## src/rtl/resp_uart_tx.sv

```systemverilog
// Response serializer: frames fixed-format reply messages onto an 8N1 UART line.
// Optional macro RESP_CRC_EN replaces the zero trailer with a CRC-32 of the message body.
module resp_uart_tx #(
  parameter int baud_rate    = 1,
  parameter int sys_clk_freq = 16
) (
  input  logic        CLK,
  input  logic        RST,
  input  logic        req_valid,
  output logic        req_ready,
  input  logic [2:0]  req_type,
  input  logic [31:0] req_nonce,
  output logic        TX,
  output logic        busy
);

  localparam int BP    = sys_clk_freq / baud_rate;
  localparam int CNT_W = (BP > 1) ? $clog2(BP) : 1;
  localparam logic [CNT_W-1:0] BIT_LAST = CNT_W'(BP - 1);

  typedef enum logic [1:0] {IDLE, START, DATA, STOP} state_t;
  typedef enum logic [1:0] {M_PONG, M_INFO, M_INVALID, M_NONCE} msg_t;

  state_t           state, state_nxt;
  msg_t             msg, msg_nxt;
  logic [CNT_W-1:0] cnt, cnt_nxt;
  logic [2:0]       bit_idx, bit_nxt;
  logic [3:0]       byte_idx, byte_nxt;
  logic [31:0]      nonce, nonce_nxt;
  logic             tx_q, tx_nxt;
  logic             ready_q, ready_nxt;
  logic             busy_q, busy_nxt;
  logic [31:0]      trailer;
  logic [7:0]       cur_byte;
  logic [3:0]       last_idx;
  logic [2:0]       bit_inc;

  // Reserved request codes fall back to the INVALID reply.
  function automatic msg_t to_msg(input logic [2:0] t);
    case (t)
      3'd0:    return M_PONG;
      3'd1:    return M_INFO;
      3'd3:    return M_NONCE;
      default: return M_INVALID;
    endcase
  endfunction

  function automatic logic [3:0] msg_last(input msg_t m);
    case (m)
      M_PONG:  return 4'd0;
      M_INFO:  return 4'd15;
      default: return 4'd7;
    endcase
  endfunction

  function automatic logic [7:0] msg_byte(input msg_t m, input logic [3:0] idx,
                                          input logic [31:0] n, input logic [31:0] t);
    logic [7:0] b;
    b = 8'h00;
    case (m)
      M_PONG: b = 8'h01;
      M_INFO: begin
        case (idx)
          4'd0:  b = 8'h10;
          4'd4:  b = 8'hDE;
          4'd5:  b = 8'hAD;
          4'd6:  b = 8'hBE;
          4'd7:  b = 8'hEF;
          4'd8:  b = 8'h13;
          4'd9:  b = 8'h37;
          4'd10: b = 8'h0D;
          4'd11: b = 8'h13;
          4'd12: b = t[7:0];
          4'd13: b = t[15:8];
          4'd14: b = t[23:16];
          4'd15: b = t[31:24];
          default: b = 8'h00;
        endcase
      end
      M_INVALID: begin
        case (idx[2:0])
          3'd0: b = 8'h08;
          3'd3: b = 8'h01;
          3'd4: b = t[7:0];
          3'd5: b = t[15:8];
          3'd6: b = t[23:16];
          3'd7: b = t[31:24];
          default: b = 8'h00;
        endcase
      end
      default: begin
        case (idx[2:0])
          3'd0: b = 8'h08;
          3'd3: b = 8'h03;
          3'd4: b = n[31:24];
          3'd5: b = n[23:16];
          3'd6: b = n[15:8];
          3'd7: b = n[7:0];
          default: b = 8'h00;
        endcase
      end
    endcase
    return b;
  endfunction

`ifdef RESP_CRC_EN
  logic [31:0] crc, crc_nxt;

  function automatic logic [31:0] crc32_byte(input logic [31:0] c, input logic [7:0] d);
    logic [31:0] r;
    r = c ^ {24'h0, d};
    for (int i = 0; i < 8; i++)
      r = r[0] ? ((r >> 1) ^ 32'hEDB88320) : (r >> 1);
    return r;
  endfunction

  assign trailer = ~crc;
`else
  assign trailer = 32'h0;
`endif

  assign last_idx  = msg_last(msg);
  assign cur_byte  = msg_byte(msg, byte_idx, nonce, trailer);
  assign bit_inc   = bit_idx + 3'd1;
  assign TX        = tx_q;
  assign req_ready = ready_q;
  assign busy      = busy_q;

  always_comb begin
    state_nxt = state;
    msg_nxt   = msg;
    cnt_nxt   = cnt;
    bit_nxt   = bit_idx;
    byte_nxt  = byte_idx;
    nonce_nxt = nonce;
    tx_nxt    = tx_q;
    ready_nxt = ready_q;
    busy_nxt  = busy_q;
`ifdef RESP_CRC_EN
    crc_nxt   = crc;
`endif
    case (state)
      IDLE: begin
        ready_nxt = 1'b1;
        busy_nxt  = 1'b0;
        tx_nxt    = 1'b1;
        if (req_valid && ready_q) begin
          state_nxt = START;
          msg_nxt   = to_msg(req_type);
          nonce_nxt = req_nonce;
          cnt_nxt   = '0;
          bit_nxt   = 3'd0;
          byte_nxt  = 4'd0;
          tx_nxt    = 1'b0;
          ready_nxt = 1'b0;
          busy_nxt  = 1'b1;
`ifdef RESP_CRC_EN
          crc_nxt   = 32'hFFFFFFFF;
`endif
        end
      end
      START: begin
        if (cnt == BIT_LAST) begin
          cnt_nxt   = '0;
          bit_nxt   = 3'd0;
          state_nxt = DATA;
          tx_nxt    = cur_byte[0];
`ifdef RESP_CRC_EN
          // Fold body bytes only; trailer bytes read the frozen result.
          if (({1'b0, byte_idx} + 5'd4) <= {1'b0, last_idx})
            crc_nxt = crc32_byte(crc, cur_byte);
`endif
        end else begin
          cnt_nxt = cnt + 1'b1;
        end
      end
      DATA: begin
        if (cnt == BIT_LAST) begin
          cnt_nxt = '0;
          if (bit_idx == 3'd7) begin
            state_nxt = STOP;
            tx_nxt    = 1'b1;
          end else begin
            bit_nxt = bit_inc;
            tx_nxt  = cur_byte[bit_inc];
          end
        end else begin
          cnt_nxt = cnt + 1'b1;
        end
      end
      STOP: begin
        if (cnt == BIT_LAST) begin
          cnt_nxt = '0;
          if (byte_idx == last_idx) begin
            state_nxt = IDLE;
            tx_nxt    = 1'b1;
            ready_nxt = 1'b1;
            busy_nxt  = 1'b0;
          end else begin
            byte_nxt  = byte_idx + 4'd1;
            state_nxt = START;
            tx_nxt    = 1'b0;
          end
        end else begin
          cnt_nxt = cnt + 1'b1;
        end
      end
      default: state_nxt = IDLE;
    endcase
  end

  always_ff @(posedge CLK or posedge RST) begin
    if (RST) begin
      state    <= IDLE;
      msg      <= M_PONG;
      cnt      <= '0;
      bit_idx  <= 3'd0;
      byte_idx <= 4'd0;
      nonce    <= 32'h0;
      tx_q     <= 1'b1;
      ready_q  <= 1'b0;
      busy_q   <= 1'b0;
`ifdef RESP_CRC_EN
      crc      <= 32'h0;
`endif
    end else begin
      state    <= state_nxt;
      msg      <= msg_nxt;
      cnt      <= cnt_nxt;
      bit_idx  <= bit_nxt;
      byte_idx <= byte_nxt;
      nonce    <= nonce_nxt;
      tx_q     <= tx_nxt;
      ready_q  <= ready_nxt;
      busy_q   <= busy_nxt;
`ifdef RESP_CRC_EN
      crc      <= crc_nxt;
`endif
    end
  end

endmodule

```

## config.mk

```make
export PLATFORM = sky130hd
export DESIGN_NAME = resp_uart_tx
export DESIGN_NICKNAME = d
export VERILOG_FILES = /design/src/rtl/resp_uart_tx.sv
export SDC_FILE = /design/constraint.sdc
export NUM_CORES = 1
export LEC_CHECK = 0
export CORE_ASPECT_RATIO = 0.8
export CORE_UTILIZATION = 30
export DETAILED_ROUTE_END_ITERATION = 7
export PLACE_DENSITY_LB_ADDON = 0.2
export SYNTH_ARGS = -nofsm -noshare
export SYNTH_HDL_FRONTEND = slang
export SYNTH_SLANG_ARGS = --single-unit
```

## constraint.sdc

```tcl
create_clock -name CLK -period 5.5 [get_ports CLK]
set_input_delay 1.1 -clock CLK [delete_from_list [all_inputs] [get_ports CLK]]
set_output_delay 1.1 -clock CLK [all_outputs]
set_load 0.005 [all_outputs]
```

Yosys cells after proc, flatten, opt, wreduce, memory -nomap -nowiden

Memories as Yosys holds them, arrays and structs flattened.
Cells that the tools add are included.

Register bits after elaboration: 50
Memory bits (read-only): 128
Memories kept: 1

Memories:

| memory          | words | bits a word | rd ports | clocked after Yosys merged registers in | write ports | line | RTL |
|---|---|---|---|---|---|---|---|
| (no name shown) | 16    | 8           | 1        | 0                                       | 0           | 63   | `case (idx)` |

Add/sub/neg operators: 3
$lt $le $gt $ge: 1
Equality and inequality tests: 23
Mux-type cells: 39
Reduce and logical (&&, ||, !) cells: 14

Operators with widths:

| kind                | number |
|---|---|
| $pmux 8 s6          | 1 |
| $pmux 4 s2          | 4 |
| $pmux 8 s3          | 1 |
| $mux 4              | 4 |
| $ne 2x2->1 const B  | 8 |
| $eq 3x3->1 const B  | 5 |
| $mux 1              | 13 |
| $mux 3              | 4 |
| $mux 2              | 5 |
| $reduce_and 5->1    | 2 |
| $pmux 3 s3          | 1 |
| $add 4x1->4 const B | 2 |
| $pmux 2 s4          | 1 |
| $eq 2x2->1 const B  | 3 |
| $eq 3x2->1 const B  | 2 |
| $logic_not 3->1     | 2 |
| $pmux 2 s3          | 1 |
| $reduce_and 3->1    | 2 |
| $eq 2x1->1 const B  | 2 |
| $eq 4x4->1          | 1 |
| $eq 4x4->1 const B  | 1 |
| $logic_not 2->1     | 2 |
| $lt 3x4->1 const B  | 1 |
| $pmux 1 s2          | 2 |
| 10 further kinds    | 10 |

Longest topological paths before layout

Gate-level depths: netlist of the first run.

Depth after elaboration: 8
Gate-level depth with buffers: 8

Worst setup path after synthesis of the first run

No wires, ideal clock.

Path type: input to register
Start: in req_valid
End: reg byte_idx[3]
Library setup time: 0.082 ns
Data arrival time: 1.976 ns
Data required time: 5.418 ns
Path slack: 3.442 ns
Cell stages on the path: 4
Buffers on the path: 0
Cells stage by stage: a21boi_1 > a211oi_2 > a21o_1 > a31oi_1

Word-level cells in the longest chain between the ends: 3

Ends and longest elaborated chain:

| item                              | line | RTL |
|---|---|---|
| from (decl)                       | 9    | `input logic req_valid,` |
| $logic_and 1x1->1                 | 147  | `if (req_valid && ready_q) begin` |
| $ne 2x2->1 (no source line)       | n/a  |  |
| $reduce_and 4->1 (no source line) | n/a  |  |
| to (signal assigned)              | 231  | `byte_idx <= byte_nxt;` |
| to (decl)                         | 28   | `logic [3:0] byte_idx, byte_nxt;` |

Every way passes these cells.
A chain may end at the register's enable or synchronous reset.

Worst setup path after layout of the first run

Start: in req_valid
End: reg nonce[9]

Word-level cells in the longest chain between the ends: 2

Ends and longest elaborated chain:

| item                              | line | RTL |
|---|---|---|
| $logic_and 1x1->1                 | 147  |  |
| $reduce_and 2->1 (no source line) | n/a  |  |
| to (signal assigned)              | 232  | `nonce <= nonce_nxt;` |
| to (decl)                         | 29   | `logic [31:0] nonce, nonce_nxt;` |

Every way passes these cells.

==> results.py, run 1 <==
metrics = {
    "status": {
        "status": "complete, but fails checks",
        "violations": "DRC",
    },
    "sta": {
        "rsz0062_at_grt": "false",
        "hold_violations": 0,
        "max-slew-margin-rel_pct": 30.1,
        "tightest_slew_ns": 1.05,
        "period_minus_slack_ns": 2.78,
        "finalSetupViolations": 0,
        "fmax_mhz": 360,
        "final.setup.tns_ns": 0,
        "finalMaxSlewViolations": 0,
        "layout_worst_path_cycle_share_pct": 50.6,
        "finClkSkew_ns": 0.00364,
    },
    "yosys": {
        "synthXorXnorAreaFrac_pct": 0,
        "synth_commonest_cells": "dfrtp_1 (49), mux2_2 (32), nand2_1 (24), ha_1 (17), o21ai_0 (15)",
        "syn_area_per_cell_um2": 10.5,
        "ys_ff_latch": 50,
        "synth-edff-count": 0,
        "yosys-top-cells-area": "dfrtp_1 (42%), mux2_2 (12%), ha_1 (7.3%)",
        "synthMuxAreaShare_pct": 13.5,
        "synth-main-ff-cell": "dfrtp_1",
        "postSynthCellCount": 276,
        "syn_nets": 331,
        "seq_area_frac_synth_pct": 43.2,
        "synth.most_common_cell": "dfrtp_1",
        "ys_warn_count": 0,
        "synthArstFlopShare_pct": 100,
        "synth_area_um2": 2900,
        "synth_top_family_by_area": "compound AO/OA/AOI/OAI gates",
        "synth_fa_ha_area_share_pct": 7.33,
        "yosysTopAreaCell": "dfrtp_1",
        "yosysTopAreaCellShare_pct": 42.3,
        "yosys.area_share.simple_pct": 12.6,
        "synth_cell_type_count": 58,
        "synth_compound_area_share_pct": 19.4,
    },
    "worst_setup_path": {
        "path_cells": "clkdlybuf4s50_1 -> nand3_2 -> mux2_2",
        "cp.required_ns": 5.68,
        "worst-setup-path-type": "input pin to register",
        "reg2reg_from": "byte_idx[1]",
        "cp_num_buf_inv": 1,
        "cp_max_fo": 40,
        "path_delay_family": "simple AND/OR/NAND/NOR gates",
        "endpoint": "nonce[9]",
        "worstSetupStartpointType": "input pin",
        "max_stage_delay_ns": 0.72,
        "r2r_end": "TX",
        "rrSetupSlack_ns": 3.05,
        "ff2ff_path_depth": 7,
        "worst_setup_path_end_kind": "register",
        "crit_start": "req_valid",
        "cp_num_cells": 3,
        "crit_arrival_ns": 2.96,
        "cp_slowest_cell": "nand3_2",
    },
    "worst_hold_path": {
        "hp-class": "register to register",
        "hold_start": "bit_idx[1]",
    },
    "drt": {
        "drt_wl_total_um": 6750,
        "ant_nets": 0,
        "dr_total_vias": 2223,
        "drtPass1Iterations": 6,
        "via_per_inst": 5.26,
        "drc": 2,
        "avgRoutedWirePerCell_um": 16.0,
        "drtIter0Drc": 125,
    },
    "cts": {
        "cts_root_buffer": "clkbuf_16",
        "cts_hold_buf": 0,
        "clk_pin_slew_worst_paths_ns": 0.07,
        "clk_latency_ns": 0.29,
        "cts_made_buffers": 5,
        "clock_path_buffers": 2,
        "ctsHtreeMaxLevel": 2,
        "cts_resized": 0,
        "clock_sinks": 50,
        "cts_tree": "built",
        "postCtsSetupBuffers": 0,
    },
    "cells_and_area": {
        "areaGrowthSynthToFinish_pct": 21.6,
        "final_util_pct": 38.2,
        "final_cell_area_um2": 3530,
        "num-nets-final": 362,
        "diodes": 0,
        "drive_gt1_share_pct": 15.9,
    },
    "place": {
        "port_buffers": 40,
        "dpl_cell_area_um2": 3380,
        "globalplace.congestion": 0.784,
        "hpwl_um": 4800,
    },
    "power": {
        "p_per_area_nw_per_um2": 202,
        "power.leakage_nw": 1.59,
        "ir_drop_uv": 119,
    },
    "floorplanning": {
        "core_area_um2": 9230,
        "dieArea_um2": 10100,
        "fp-row-count": 31,
        "die_w_um": 112,
        "die_h_um": 89.9,
        "initial_core_util_pct": 31.4,
        "boundaryPins": 41,
    },
    "run": {
        "drv_cap": 0,
    },
    "global_routing": {
        "grt_pass1_wl_um": 11400,
        "overflow": 0,
        "grt_max_degree": 51,
        "track_usage_pct": 14.1,
        "grt_pass1_vias": 2133,
        "antenna_found_initial": 0,
    },
}
[registers in the layout (all words and copies together) (netlist names)]
signal and count:
busy 1, bit_idx 3, nonce 32, byte_idx 4, cnt 4, req_ready 1, TX 1, msg 2
state 2
[power by group]
group          leakage (nW)  switching [mW]  internal, mW
registers             0.660               0         0.367
clock network        0.0698           0.143         0.169
logic                 0.857          0.0110        0.0231
total                  1.59           0.154         0.559
[through the flow]
step / setup WS, ns / std cells / power (mW) / hold WS [ns]
2_1_floorplan: 3.20 / 276 / 0.380 / 0.454
3_3_place_gp: 2.35 / 415 / 0.410 / 0.475
3_5_place_dp: 2.32 / 415 / 0.410 / 0.492
4_1_cts: 2.64 / 423 / 0.724 / 0.508
5_1_grt: 2.48 / 423 / 0.741 / 0.519
6_report: 2.72 / 423 / 0.714 / 0.499
[placed cells by master (no fill, tap or decap), types with 2 or more instances in the layout]
cell type,n
a21o_1,3
o21ai_0,15
a31o_1,2
inv_2,2
inv_1,10
mux2_1,2
a21oi_1,9
a22oi_1,6
clkbuf_16,5
nand2_1,24
nand4_1,2
clkdlybuf4s50_1,40
a221oi_1,3
a21boi_1,2
and3b_1,3
o211ai_1,2
o21ai_1,5
nor2_1,9
nor4_1,2
nand3_2,2
a211o_1,3
dfrtp_1,49
nor3_1,4
a31oi_1,3
nand3_1,9
o2111ai_1,2
nor2b_1,3
ha_1,17
a222oi_1,2
mux2_2,32
nand2b_1,5
a221o_1,2
a41o_1,2
[worst min-delay path: cells and delay by family, from the launching register on]
| kind | cells | cell delay [ns] |
|---|---|---|
| and+or+nand+nor | 1 | 0.05 |
| AOI/OAI and AO/OA | 1 | 0.06 |
| DFF | 1 | 0.35 |
[how the worst min path moves through the flow]
| stage | end | cells after the start | slack (ns) |
|---|---|---|---|
| 6_report | bit_idx[1] | 2 | 0.50 |
| 5_1_grt | nonce[14] | 1 | 0.52 |
| 4_1_cts | nonce[5] | 1 | 0.51 |
| 3_5_place_dp | nonce[5] | 1 | 0.49 |
| 3_3_place_gp | bit_idx[1] | 2 | 0.48 |
| 2_1_floorplan | bit_idx[1] | 2 | 0.45 |
[metal layers]
layer  global-route usage (%)  part of all wire (%)  vias to the layer above
met5                        0                     0                        -
met4                     3.33                  0.84                        0
met2                     18.8                    42                       41
met1                     22.4                    53                     1093
met3                     3.30                   4.8                        6
li1                         -                     -                     1083
[cell type report]
class	instances	area, um2
tap	115	144
fill	934	5700
clock inverter	3	21.3
multi-input combinational	198	1540
inverter	12	45.0
clock buffer	5	125
sequential	50	1250
timing repair buffer	40	400
[kinds of logic after synthesis]
| group | after synthesis |
|---|---|
| AO/OA/AOI/OAI | 76 |
| AND/OR/NAND/NOR | 70 |
| flip-flops | 50 |
| multiplexers | 35 |
| buffers and inverters | 28 |
| adder cells (fa/ha/maj) | 17 |
Note: power is estimated with default switching activity, not from simulation.
==> inputs of run 2 (changes only) <==
- clock period: 5.5 -> 2.6 ns (I/O delays scaled with it)
==> results.py, run 2 (synthesized netlist as in run 1, its figures left out) <==
metrics = {
    "cts": {
        "clock_path_buffers": 2,
        "clk_pin_slew_worst_paths_ns": 0.07,
        "ctsHtreeMaxLevel": 2,
        "cts_hold_buf": 0,
        "clk_latency_ns": 0.29,
        "postCtsSetupBuffers": 0,
        "clock_sinks": 50,
        "cts_made_buffers": 5,
        "cts_resized": 0,
        "cts_root_buffer": "clkbuf_16",
        "cts_tree": "built",
    },
    "sta": {
        "rsz0062_at_grt": "false",
        "layout_worst_path_cycle_share_pct": 89.8,
        "period_minus_slack_ns": 2.34,
        "tightest_slew_ns": 0.492,
        "fmax_mhz": 428,
        "hold_violations": 0,
        "finClkSkew_ns": 0.00521,
        "max-slew-margin-rel_pct": 66.7,
        "finalSetupViolations": 0,
        "finalMaxSlewViolations": 0,
        "final.setup.tns_ns": 0,
    },
    "cells_and_area": {
        "regMostFlops": "nonce",
        "most-common-layout-cells": "dfrtp_1 (49), clkdlybuf4s50_1 (40), mux2_2 (32)",
        "stdcell_count": 431,
        "diodes": 0,
        "top_regs": "nonce (32), byte_idx (4), cnt (4)",
        "final_common_cell": "dfrtp_1",
        "num-nets-final": 370,
        "drive_gt1_share_pct": 17.7,
        "areaGrowthSynthToFinish_pct": 25.2,
        "largest_reg_flops": 32,
        "final_util_pct": 39.3,
    },
    "floorplanning": {
        "boundaryPins": 41,
        "dieArea_um2": 10100,
        "die_w_um": 112,
        "fp-row-count": 31,
        "core_area_um2": 9230,
        "initial_core_util_pct": 31.4,
        "die_h_um": 89.9,
    },
    "drt": {
        "drc": 2,
        "drtPass1Iterations": 6,
        "drtIter0Drc": 158,
        "ant_nets": 0,
        "via_per_inst": 5.19,
        "drt_wl_total_um": 6870,
        "dr_total_vias": 2239,
        "avgRoutedWirePerCell_um": 15.9,
    },
    "global_routing": {
        "grt_pass1_wl_um": 11500,
        "grt_pass1_vias": 2186,
        "grt_max_degree": 41,
        "overflow": 0,
        "antenna_found_initial": 0,
        "track_usage_pct": 14.4,
    },
    "worst_setup_path": {
        "cp_max_fo": 10,
        "cp_num_buf_inv": 1,
        "path_cells": "inv_1 -> ha_1 -> a222oi_1 -> o211a_1 -> nor4b_1 -> nor4_2 -> a31oi_1",
        "crit_arrival_ns": 2.55,
        "worstSetupStartpointType": "register",
        "worst_setup_path_end_kind": "register",
        "path_delay_family": "simple AND/OR/NAND/NOR gates",
        "max_stage_delay_ns": 0.48,
        "cp.required_ns": 2.81,
        "worst-setup-path-type": "register to register",
        "cp_slowest_cell": "nor4b_1",
    },
    "place": {
        "hpwl_um": 5190,
        "globalplace.congestion": 0.814,
        "dpl.cell_count": 423,
        "port_buffers": 40,
    },
    "power": {
        "ir_drop_uv": 333,
        "p_per_area_nw_per_um2": 439,
        "power.leakage_nw": 1.64,
    },
    "status": {
        "status": "complete, but fails checks",
        "violations": "DRC",
    },
    "worst_hold_path": {
        "hp-class": "register to register",
    },
    "run": {
        "drv_cap": 0,
    },
}
==> run 2: power by group <==
group / internal (mW) / switching [mW]
clock: 0.455 / 0.286
sequential: 0.778 / 0
combinational: 0.0519 / 0.0236
total: 1.28 / 0.309
==> run 2: metal layers <==
layer,track usage (%),vias up,wire length (um)
met2,19.9,46,2880
li1,-,1100,-
met3,2.97,2,280
met4,3.00,0,27
met5,0,-,0
met1,22.6,1091,3670
==> run 2: cell type report <==
class,instances,area (um2)
Fill cell,916,5600
Inverter,12,45.0
Clock inverter,2,37.5
Clock buffer,6,129
Timing Repair Buffer,48,485
Tap cell,115,144
Sequential cell,50,1250
Multi-Input combinational cell,198,1540
==> run 2: metrics by stage <==
stage                     instance area, um2  power [mW]  setup slack, ns  hold WS [ns]
final                                   3630        1.59            0.264         0.487
after global routing                    3630        1.66           0.0939         0.515
after CTS                               3630        1.62            0.269         0.497
after detailed placement                3470       0.871            0.277         0.482
after global placement                  3470       0.870            0.394         0.470
after floorplan                         2900       0.805            0.589         0.454
==> run 2: final timing paths <==
check | start | to | slack, ns | cells past startpoint
worst max-delay path | byte_idx[1] | TX | 0.26 | 7
min in group asynchronous | RST | msg[0] | 0.58 | 2
worst min register to register | bit_idx[2] | bit_idx[2] | 0.49 | 2
max in group asynchronous | RST | TX | 1.43 | 3
worst max register to register | byte_idx[1] | TX | 0.26 | 7
worst min-delay path | bit_idx[2] | bit_idx[2] | 0.49 | 2
==> run 2: worst register-to-register path, cell delays in order, from the launching register on <==
cell and delay, ns:
dfrtp_1 0.46, inv_1 0.24, ha_1 0.44, a222oi_1 0.12, o211a_1 0.25, nor4b_1 0.48
nor4_2 0.09, a31oi_1 0.18
==> RTL change 1, RTL diff (flow settings as in run 2) <==
Add a define of `RESP_CRC_EN`.
--- a/src/rtl/resp_uart_tx.sv
+++ b/src/rtl/resp_uart_tx.sv
@@ -1,5 +1,7 @@
 // Response serializer: frames fixed-format reply messages onto an 8N1 UART line.
 // Optional macro RESP_CRC_EN replaces the zero trailer with a CRC-32 of the message body.
+`define RESP_CRC_EN
+
 module resp_uart_tx #(
   parameter int baud_rate    = 1,
   parameter int sys_clk_freq = 16
Check against the original RTL: no difference found for any inputs over 10 cycles, from zero or initial values and one cycle with RST high; that may be too few to reach the edited logic, so the function may still have changed.
==> RTL change 1 against run 2 <==
The run ends with design-rule violations, negative setup slack left. Sequential cell count up 32. Via count up 120%. Core utilization up 7.7 points. Final area up 130%. Setup slack worse by 910 ps. Routed wire length rose to 2.6 times the old value. Total power up 81%. Area after synthesis up 87%. Largest power group is now the clock network.
==> RTL change 1: results (changes against run 2) <==
| Metric | Value |
|---|---|
| Hold Startpoint | cnt[3] |
| Arr. time, crit path | 3470 ps (+920 ps) |
| Largest net degree at the start of global routing | 83 (+100%) |
| TritonCTS Buffers | 9 (+4) |
| TritonRoute pass-1 iters | 7 (+1) |
| Clock net power | 1.52 mW (+110%) |
| Post-Place Cells | 904 (+110%) |
| First DRT Iteration DRCs | 406 (+160%) |
| Cell Area, Placed | 7100 um2 (+100%) |
| Vias in the first global route | 4973 (+130%) |
| Met3 GRT Util | 0.0371 (+0.00741) |
| CTS HTree Levels | 3 (+1) |
| Sequential cell area fraction in the yosys report | 0.378 (-0.0535) |
| Status | finished with violations |
| P_sw | 0.592 mW (+92%) |
| Share of cells above drive strength 1 | 0.394 (+0.217) |
| Via Count | 4855 (+120%) |
| Total negative slack | -13830 ps (-13830 ps) |
| Top cells by area, synth | dfrtp_1 (37%), mux2_2 (7.1%), xnor2_1 (6.8%) |
| Static leakage | 3.61 nW (+120%) |
| Final Setup Violations | 32 (+32) |
| RR Startpoint | byte_idx[0] |
| Cell Int Power | 2.29 mW (+79%) |
| Routability congestion estimate | 0.895 (+10%) |
| Top Registers | crc x32, nonce x32 |
| Place WS | -596 ps (-873 ps) |
| GRT Resource Usage Total | 0.195 (+0.0512) |
| Slew HR | 0.639 (-0.0277) |
| Synth unique cells | 71 (+22%) |
| FF-to-FF path depth | 12 (+5) |
| Initial antenna violation count | 0 (unchanged) |
| DRC Markers | 1 (-1) |
| M1 GR Usage | 0.273 (+0.0473) |
| Drt total wl | 17700 um (+160%) |
| Sequential fraction of design power | 0.442 (-0.046) |
| Beginning of the critical path | byte_idx[0] |
| Failing checks | design-rule violations, negative setup slack |
| DR vias/cell | 5.11 (-1.7%) |
| Worst skew pair latency | 350 ps (+60 ps) |
| Synth Net Count | 611 (+85%) |
| Hold depth | 1 (-1) |
| First-pass GRT wire length | 27600 um (+140%) |
| Final WS setup | -643 ps (-907 ps) |
[RTL change 1: per-layer routing]
metal	up-vias	part of all wire
li1	2308	-
met1	2424	0.51
met2	101	0.44
met3	22	0.037
met4	0	0.016
met5	-	0
[RTL change 1: cell families after synthesis]
| kind of cell | count (synthesis) | synth area share |
|---|---|---|
| mux | 36 | 0.0766 |
| flops | 82 | 0.378 |
| xor+xnor | 65 | 0.122 |
| fa+ha+maj | 23 | 0.0544 |
| compound gates | 154 | 0.202 |
| simple gates | 139 | 0.130 |
| buf+inv | 51 | 0.0367 |
[RTL change 1: final timing paths]
check	slack (ps)	to
max	-640	crc[19]
min	490	cnt[3]
max reg2reg	-640	crc[19]
min reg2reg	490	cnt[3]
max in group asynchronous	1520	byte_idx[2]
min in group asynchronous	600	msg[0]
[RTL change 1: layout make-up]
| class | count | area, um2 | share of cell area |
|---|---|---|---|
| clock buffers | 10 | 239 | 0.0290 |
| repair buffers | 187 | 1720 | 0.208 |
| flip-flops and latches | 82 | 2060 | 0.249 |
| inverters | 24 | 98.8 | 0.0120 |
| well taps | 225 | 282 | 0.0341 |
| clock inverters | 6 | 114 | 0.0138 |
| multi-input cells | 417 | 3740 | 0.454 |
[RTL change 1: critical path, stage by stage (launching register included)]
cell and delay (ps):
dfrtp_2 470, inv_4 100, ha_4 230, buf_4 170
a222oi_1 400, o221ai_1 200, o311ai_1 140, o21ai_2 140
xnor2_2 230, xnor3_2 340, xnor3_1 440, xnor2_1 160
a31oi_1 100
[RTL change 1: what timing repair did]
action,in CTS,in global routing
cloned,1,2
setup endpoints to repair,33,33
setup buffers,15,13
resized for setup,54,29
pin swaps,22,9
hold endpoints to repair,0,0
==> RTL change 2, RTL diff (settings of run 2) <==
Without the edit above. Put one more register stage on the output `TX`, cleared by the reset. The value now appears one clock later. The other outputs are not delayed to match.
--- a/src/rtl/resp_uart_tx.sv
+++ b/src/rtl/resp_uart_tx.sv
@@ -122,7 +122,13 @@
   assign last_idx  = msg_last(msg);
   assign cur_byte  = msg_byte(msg, byte_idx, nonce, trailer);
   assign bit_inc   = bit_idx + 3'd1;
-  assign TX        = tx_q;
+  always_ff @(posedge CLK or posedge RST) begin
+    if (RST) begin
+      TX <= '0;
+    end else begin
+      TX <= tx_q;
+    end
+  end
   assign req_ready = ready_q;
   assign busy      = busy_q;
 
Function: changed (a bounded check fails within 4 cycles, from zero or initial values and one cycle with RST high).
==> RTL change 2 against run 2 <==
Total power fell by 3.6%. Fmax is 1.6% higher. Area after synthesis fell by 2.0%. Global-route usage increased by 0.13 points. Critical endpoint is now tx_q. Largest power group unchanged. Routed wire length is 3.8% lower. Synthesized cell count is 1.4% lower. Clock skew is 1.0 ps higher. Sequential cell count grew 1. Setup slack better by 37 ps. Final area shrank 2.4%.
==> RTL change 2: results (changes against run 2) <==
| Metric | Value |
|---|---|
| Routed WL per cell | 15.4 um (-3.1%) |
| Fin crit period | 2300 ps (-36.5 ps) |
| FF-to-FF path depth | 8 (+1) |
| M1 GR Usage | 0.205 (-0.0208) |
| Post-Place Cells | 420 (-0.71%) |
| DP HPWL | 4910 um (-5.4%) |
| Cell Area, Placed | 3400 um2 (-2.0%) |
| Min-Delay Endpoint | TX |
| First-pass GRT wire length | 11300 um (-2.1%) |
| Metal1 wirelength | 3440 um (-6.5%) |
| Largest net degree at the start of global routing | 40 (-2.4%) |
| Hold Startpoint | tx_q |
| Top cells by area, synth | dfrtp_1 (44%), mux2_2 (13%), ha_1 (7.5%) |
| TritonRoute pass-1 iters | 4 (-2) |
| Tot Pwr | 1.54 mW (-3.6%) |
| Comb. pwr | 0.0760 mW (+0.7%) |
| First DRT Iteration DRCs | 111 (-30%) |
| Synth Net Count | 327 (-1.2%) |
| Hold depth | 0 (-2) |
| Area of the multi-input gates | 1440 um2 (-6.3%) |
| Sequential cell area fraction in the yosys report | 0.449 (+0.0175) |
| Flop-to-flop setup slack | 300 ps (+40 ps) |
| Beginning of the critical path | byte_idx[2] |
| Synth cell count leaders | dfrtp_1 (50), mux2_2 (33), nand2_1 (26) |
| Clock buf/inv share | 0.0420 (-0.00382) |
| Status | complete, no violations |
| Syn Inst Count | 272 (-1.4%) |
| GRT Resource Usage Total | 0.145 (+0.00127) |
-- RTL change 2: cell types whose count changed in the layout (fill, tap and decap cells not counted), moves of 3 or more --
cell	before	now
nand3_1	9	6
inv_1	10	14
a31oi_1	3	0
nand2b_1	5	8
and3b_1	3	0
a21oi_1	9	14
o211ai_1	2	5
o31ai_1	1	4
nor2_1	9	15
a22oi_1	6	2
o21ai_1	5	0
o22ai_1	0	3
-- RTL change 2: worst register-to-register path, cell delays in order, from the launching register on --
cell       delay [ps]
dfrtp_1           670
clkinv_1          190
ha_1              280
nor3_1            200
a21oi_1           160
a221oi_1          320
a21oi_1            70
o221ai_1          190
o2111ai_1         140
-- RTL change 2: kinds of logic after synthesis --
kind of cell    share of synthesized area
flops                               0.449
compound gates                      0.178
mux                                 0.141
fa+ha+maj                          0.0748
xor+xnor                          0.00308
buf+inv                            0.0449
simple gates                        0.109
